--- config.mk ---
export PLATFORM = sky130hd
export DESIGN_NAME = viterbi_ber_monitor
export DESIGN_NICKNAME = d
export VERILOG_FILES = /design/src/rtl/viterbi_ber_monitor.sv
export SDC_FILE = /design/constraint.sdc
export NUM_CORES = 1
export LEC_CHECK = 0
export CORE_ASPECT_RATIO = 1.5
export CORE_MARGIN = 4
export CORE_UTILIZATION = 60
export DETAILED_ROUTE_END_ITERATION = 6
export DONT_BUFFER_PORTS = 1
export GPL_TIMING_DRIVEN = 0
export HOLD_SLACK_MARGIN = 0.02
export PLACE_DENSITY = 0.78
export REMOVE_ABC_BUFFERS = 1
export SYNTH_ARGS = -nofsm -noshare
export SYNTH_HDL_FRONTEND = slang
export SYNTH_SLANG_ARGS = --single-unit
--- constraint.sdc ---
create_clock -name clk -period 14.72 [get_ports clk]
set_clock_uncertainty 0.2 [all_clocks]
set_input_delay 0.736 -clock clk [delete_from_list [all_inputs] [get_ports clk]]
set_output_delay 0.736 -clock clk [all_outputs]
set_load 0.02 [all_outputs]
--- src/rtl/viterbi_ber_monitor.sv ---
// Post-decoder BER monitor: finds the decoder latency against the encoder input, then counts bits/errors.
// Optional loss-of-lock detection is enabled by defining BER_LOSS_EN.
module viterbi_ber_monitor #(
   parameter int MAX_LAT  = 64,
   parameter int LOCK_WIN = 32,
   parameter int LOCK_THR = 2,
   parameter int LOSS_THR = 8,
   parameter int CNT_W    = 32
) (
   input  logic                       clk,
   input  logic                       rst,
   input  logic                       tx_valid_i,
   input  logic                       tx_bit_i,
   input  logic                       rx_valid_i,
   input  logic                       rx_bit_i,
   input  logic                       clear_i,
   output logic                       locked_o,
   output logic [$clog2(MAX_LAT)-1:0] latency_o,
   output logic [CNT_W-1:0]           bit_ct_o,
   output logic [CNT_W-1:0]           err_ct_o,
   output logic                       sat_o
);

   localparam int LAT_W = $clog2(MAX_LAT);
   localparam int WIN_W = $clog2(LOCK_WIN + 1);
`ifdef BER_LOSS_EN
   localparam bit LOSS_EN = 1'b1;
`else
   localparam bit LOSS_EN = 1'b0;
`endif

   typedef enum logic {
      SEARCH = 1'b0,
      LOCKED = 1'b1
   } state_t;

   function automatic logic [WIN_W-1:0] win_err_add(input logic [WIN_W-1:0] acc,
                                                    input logic             inc);
      if (acc == WIN_W'(LOCK_WIN)) return acc;
      return acc + WIN_W'(inc);
   endfunction

   function automatic logic [CNT_W-1:0] cnt_add(input logic [CNT_W-1:0] acc,
                                                input logic             inc);
      if (&acc) return acc;
      return acc + CNT_W'(inc);
   endfunction

   logic [MAX_LAT-1:0] hist_p1;
   state_t             state_p1, state_p0;
   logic [LAT_W-1:0]   lat_p1, lat_p0;
   logic [WIN_W-1:0]   win_cnt_p1, win_err_p1, win_err_p0;
   logic [CNT_W-1:0]   bit_ct_p1, err_ct_p1, bit_ct_p0, err_ct_p0;
   logic               sat_p1;
   logic               ref_bit_p0, mism_p0, win_close_p0, count_p0;

   // Stage p0: compare against history tap selected by the current trial latency
   assign ref_bit_p0   = hist_p1[lat_p1];
   assign mism_p0      = rx_valid_i & (rx_bit_i ^ ref_bit_p0);
   assign win_err_p0   = win_err_add(win_err_p1, mism_p0);
   assign win_close_p0 = rx_valid_i && (win_cnt_p1 == WIN_W'(LOCK_WIN - 1));
   assign count_p0     = (state_p1 == LOCKED) && rx_valid_i;
   assign bit_ct_p0    = cnt_add(bit_ct_p1, 1'b1);
   assign err_ct_p0    = cnt_add(err_ct_p1, mism_p0);

   always_comb begin
      state_p0 = state_p1;
      lat_p0   = lat_p1;
      case (state_p1)
         SEARCH: begin
            if (win_close_p0) begin
               if (win_err_p0 <= WIN_W'(LOCK_THR)) state_p0 = LOCKED;
               else                                lat_p0   = lat_p1 + LAT_W'(1);
            end
         end
         LOCKED: begin
            if (LOSS_EN && win_close_p0 && (win_err_p0 > WIN_W'(LOSS_THR))) begin
               state_p0 = SEARCH;
               lat_p0   = '0;
            end
         end
         default: state_p0 = SEARCH;
      endcase
   end

   // Stage p1: history, window, FSM and statistics registers
   always_ff @(posedge clk) begin
      if (rst) begin
         hist_p1 <= '0;
      end else if (tx_valid_i) begin
         hist_p1 <= {hist_p1[MAX_LAT-2:0], tx_bit_i};
      end
   end

   always_ff @(posedge clk) begin
      if (rst) begin
         win_cnt_p1 <= '0;
         win_err_p1 <= '0;
      end else if (rx_valid_i) begin
         if (win_close_p0) begin
            win_cnt_p1 <= '0;
            win_err_p1 <= '0;
         end else begin
            win_cnt_p1 <= win_cnt_p1 + WIN_W'(1);
            win_err_p1 <= win_err_p0;
         end
      end
   end

   always_ff @(posedge clk) begin
      if (rst) begin
         state_p1 <= SEARCH;
         lat_p1   <= '0;
      end else begin
         state_p1 <= state_p0;
         lat_p1   <= lat_p0;
      end
   end

   // clear_i wins over a same-cycle count; that bit is dropped
   always_ff @(posedge clk) begin
      if (rst || clear_i) begin
         bit_ct_p1 <= '0;
         err_ct_p1 <= '0;
         sat_p1    <= 1'b0;
      end else if (count_p0) begin
         bit_ct_p1 <= bit_ct_p0;
         err_ct_p1 <= err_ct_p0;
         sat_p1    <= sat_p1 | (&bit_ct_p0) | (&err_ct_p0);
      end
   end

   assign locked_o  = (state_p1 == LOCKED);
   assign latency_o = lat_p1;
   assign bit_ct_o  = bit_ct_p1;
   assign err_ct_o  = err_ct_p1;
   assign sat_o     = sat_p1;

endmodule

* After elaboration in Yosys (flattened, before gate mapping)
Cells that the tools add are included.
** Word-level totals
- Register bits after elaboration :: 148
- Input port bits :: 7
- Output and inout port bits :: 72
- Logic and storage cells :: 47
** Cells by class
- Add/sub/neg operators :: 5
- Magnitude comparators :: 2
- Eq/ne operators :: 2
- Multiplexer cells :: 16
- Bitwise operators :: 6
- Reductions and logical operators :: 8
** Operator list (count)
- 32-bit 2-to-1 mux :: 4
- 32-bit AND reduction :: 4
- 32-bit by 1-bit adder with 32-bit output :: 1
- 32-bit by 1-bit adder with 32-bit output (second input constant) :: 1
- 6-bit 2-to-1 mux :: 4
- 6-bit by 1-bit adder with 6-bit output (second input constant) :: 2
- 6-bit by 7-bit less-than comparator with 1-bit output (second input constant) :: 1
- 1-bit 2-to-1 mux :: 7
- 6-bit by 1-bit adder with 6-bit output :: 1
- 1-bit binary-select mux with 6-bit select :: 1
- 6-bit by 5-bit equality test with 1-bit output (second input constant) :: 1
- 6-bit equality test (second input constant) :: 1
- 6-bit by 2-bit <= comparator with 1-bit output (second input constant) :: 1
- 3-bit AND reduction :: 1
- 1-bit logical AND :: 2
- 1-bit inverter :: 2
- 1-bit bitwise OR :: 2
- 1-bit AND :: 1
- 1-bit logical OR :: 1
- 1-bit XOR :: 1

* Depth between registers and ports, before layout
- Word-level depth :: 10
- Depth in mapped cells :: 17
- Mapped depth without buffers :: 15

* Worst setup path after synthesis
No wires, ideal clock.
- Kind :: register to register
- Start point :: register lat_p1[0], in the netlist latency_o[0]
- End point :: register sat_p1, in the netlist sat_o
- Library setup time :: 0.074 ns
- Arrival :: 5.405 ns
- Data required time :: 14.446 ns
- Path slack :: 9.041 ns
- Cell stages (with the launch flop) :: 17
- Buffers on the path :: 2
- Clock period less this slack :: 5.679 ns
- Path through :: dfxtp_1 > buf_2 > buf_1 > mux4_2 > mux4_2 > mux4_2 > xor2_1 > and2_1 > ha_1 > nand3_1 > or2_1 > or3_1 > nor4_1 > o32ai_1 > or4_1 > or4_4 > o211ai_2
** On the way
- Longest elaborated chain between the ends :: 8
** Ends and longest elaborated chain
- start, declared :: line 51 : logic [LAT_W-1:0] lat_p1, lat_p0;
- start signal, assigned :: line 116 : lat_p1 <= lat_p0;
- 1-bit binary-select mux with 6-bit select :: line 58 : assign ref_bit_p0 = hist_p1[lat_p1];
- 1-bit 2-to-1 mux (implied by the code) :: line 58
- 1-bit XOR :: line 59 : assign mism_p0 = rx_valid_i & (rx_bit_i ^ ref_bit_p0);
- 1-bit AND :: line 59
- 32-bit by 1-bit adder with 32-bit output :: line 46 : return acc + CNT_W'(inc);
- 32-bit 2-to-1 mux :: line 46
- 32-bit AND reduction :: line 129 : sat_p1 <= sat_p1 | (&bit_ct_p0) | (&err_ct_p0);
- 1-bit bitwise OR :: line 129
- end signal, assigned :: line 129
- end, declared :: line 54 : logic sat_p1;
Every way passes these cells. The select of a mux whose other input is x is not followed.
A chain may end at the register's enable or synchronous reset.

* Final worst setup path
Same ends and word-level chain as after synthesis.

==> out/results.ini <==
[status]
outcome = finished, final reports clean

[route]
drtIter0Drc = 252
viasPerCell = 6.147
drc_errors = 0
wl_per_cell_um = 17.17
ant_nets = 0
vias = 6086
drt_wl_total_um = 17000
drtPass1Iterations = 5

[synth]
synthesis.area_um2 = 7614
async_flop_share = 0
yosys.area.top_type = dfxtp_1
syn_inst = 852
ys_warn_count = 0
synth_area_per_cell_um2 = 8.936
synth_cell_type_count = 68
synth-seq-cells = 148
synth.area.top_cells = dfxtp_1 39%, mux2i_1 9.1%, nor2_1 8.4%
synth_seq_area_share = 0.3892
synth_top_area_frac = 0.3892
synth-edff-count = 0
synth_ff_type = dfxtp_1

[die]
die_y_um = 146.0
rows = 50
ios = 79
die_w_um = 99.98
die-area_um2 = 14590
core_um2 = 12450
start_util = 0.6116

[grt]
grt_usage = 0.2313
antenna_found_initial = 1
grt_first_pass_wirelength_um = 27890
grt_overflow = 0
use_met2 = 0.4021
grt_max_degree = 85
grt_use_met1 = 0.2558
first_global_vias = 5868
grt_busiest_layer = met2
met3_usage = 0.06187

[clock_network]
clkTransAtPathRegs_ns = 0.06
h-tree-depth = 4
cts-resized-gates = 0
cts_root_buf = clkbuf_16
cts_hold_buf = 0
cts_made_buffers = 17
cts.sinks = 148
cts_tree = yes
clock_latency_ns = 0.41
ctsLongestPathBuffers = 2
cts_setup_buffers = 0

[power_and_ir_drop]
power_density_nw_per_um2 = 102.5
leakage_nw = 2.896
ir_drop_uv = 84.49

[sta]
slew_viol_final = 0
relSlewSlack = 0.2637
finalCritPeriodShare = 0.4058
hold_viol_final = 0
rsz0062_at_grt = false
finalSetupViolCount = 0
tns_ns = 0
worstMarginPinSlew_ns = 1.103
period_minus_slack_ns = 5.974
fmax_ghz = 0.1674

[hold_path]
hold_class = input pin to flop

[finish]
insertedDiodeCount = 0
final_net_count = 836
layout_commonest_cell = nor2_1
utilization = 0.6606
area_delta_synth_final_pct = 8.020
layout_common_cells = 170 x nor2_1, 148 x dfxtp_1, 69 x mux2i_1, 51 x nand2_1, 45 x xor2_1
drive_above_1_share = 0.08633

[placed_design]
globalplace.congestion = 0.9430
hpwl_um = 11980
io_buffers = 0

[setup_path]
end_kind = flop
worstSetupStartpointType = flop
crit_fanout = 12
cp.arrival_ns = 6.12
critPathRequiredTime_ns = 14.86
crit_type = flop to flop

[job]
max_cap_viol_count = 0

[final cells by class]
class / count / area [um2]
clock buffer: 18 / 429.2
fill: 999 / 4225
tap: 156 / 195.2
inverter: 10 / 37.54
clock inverter: 14 / 162.7
multi-input combinational: 642 / 4389
sequential: 148 / 2963
timing repair buffer: 2 / 47.55
[kinds of logic after synthesis]
group                      share of synthesized area
and+or+nand+nor                               0.2626
DFF                                           0.3892
xor gates and xnor gates                     0.08743
AOI/OAI and AO/OA                            0.05900
buffers and inverters                        0.03435
muxes                                         0.1543
adders and majority gates                    0.01315
[flip-flops by register name, summed over array words and instances (netlist names)]
name	cells
latency_o	6
win_cnt_p1	6
sat_o	1
locked_o	1
bit_ct_o	32
hist_p1	64
win_err_p1	6
err_ct_o	32
[stage by stage]
stage                     power (W)  cell area [um2]  hold WS [ns]  std cells  worst slack, ns
after floorplan           0.0004202             7390        0.2548        800            9.181
after global placement    0.0004216             7585        0.2674        956            8.355
after detailed placement  0.0004228             7632        0.2809        958            8.802
after CTS                 0.0008506             8224        0.1780        990            8.768
after global routing      0.0008665             8224        0.1730        990            8.577
final                     0.0008429             8224        0.1917        990            8.746
[metal layers]
layer / share of wire / up-vias
met3: 0.063 / 51
met2: 0.52 / 190
met5: 0.00071 / -
met4: 0.034 / 2
met1: 0.38 / 2901
li1: - / 2942
[cell usage after synthesis, types with 6 or more instances]
master    count
nor2_1      170
dfxtp_1     148
mux2i_1      69
nand2_1      51
xor2_1       45
clkbuf_1     34
nand3_1      34
nor3_1       31
xnor2_1      31
nand4_1      26
mux4_2       21
a21oi_1      20
and3_1       17
o21ai_0      17
inv_1        10
buf_1         9
nor4_1        9
or3_1         9
ha_1          8
and4_1        6
nand2b_1      6
[power by group]
part | switching (W) | internal (W)
clock | 0.000164 | 0.000265
sequential | 0.000000931 | 0.000402
combinational | 0.00000485 | 0.00000632
[critical path, stage by stage (launching register included)]
cell	delay [ns]
dfxtp_1	0.80
buf_16	0.24
mux4_2	0.51
mux4_2	0.49
mux4_2	0.54
xor2_1	0.14
and2_1	0.20
ha_1	0.24
nand3_1	0.26
nor4_4	0.37
and4_4	0.35
o221ai_2	0.11
a2111o_1	0.42
or4_1	0.40
or4_4	0.54
o211ai_2	0.08
[final timing paths]
kind                                    start            end  slack [ns]  cells after the start
worst max register to register   latency_o[0]          sat_o        8.75                     15
worst min register to register  win_err_p1[0]  win_err_p1[0]        0.29                      2
worst max-delay path             latency_o[0]          sat_o        8.75                     15
worst min-delay path                      rst    hist_p1[30]        0.19                      1
(Power assumes the default switching activity.)
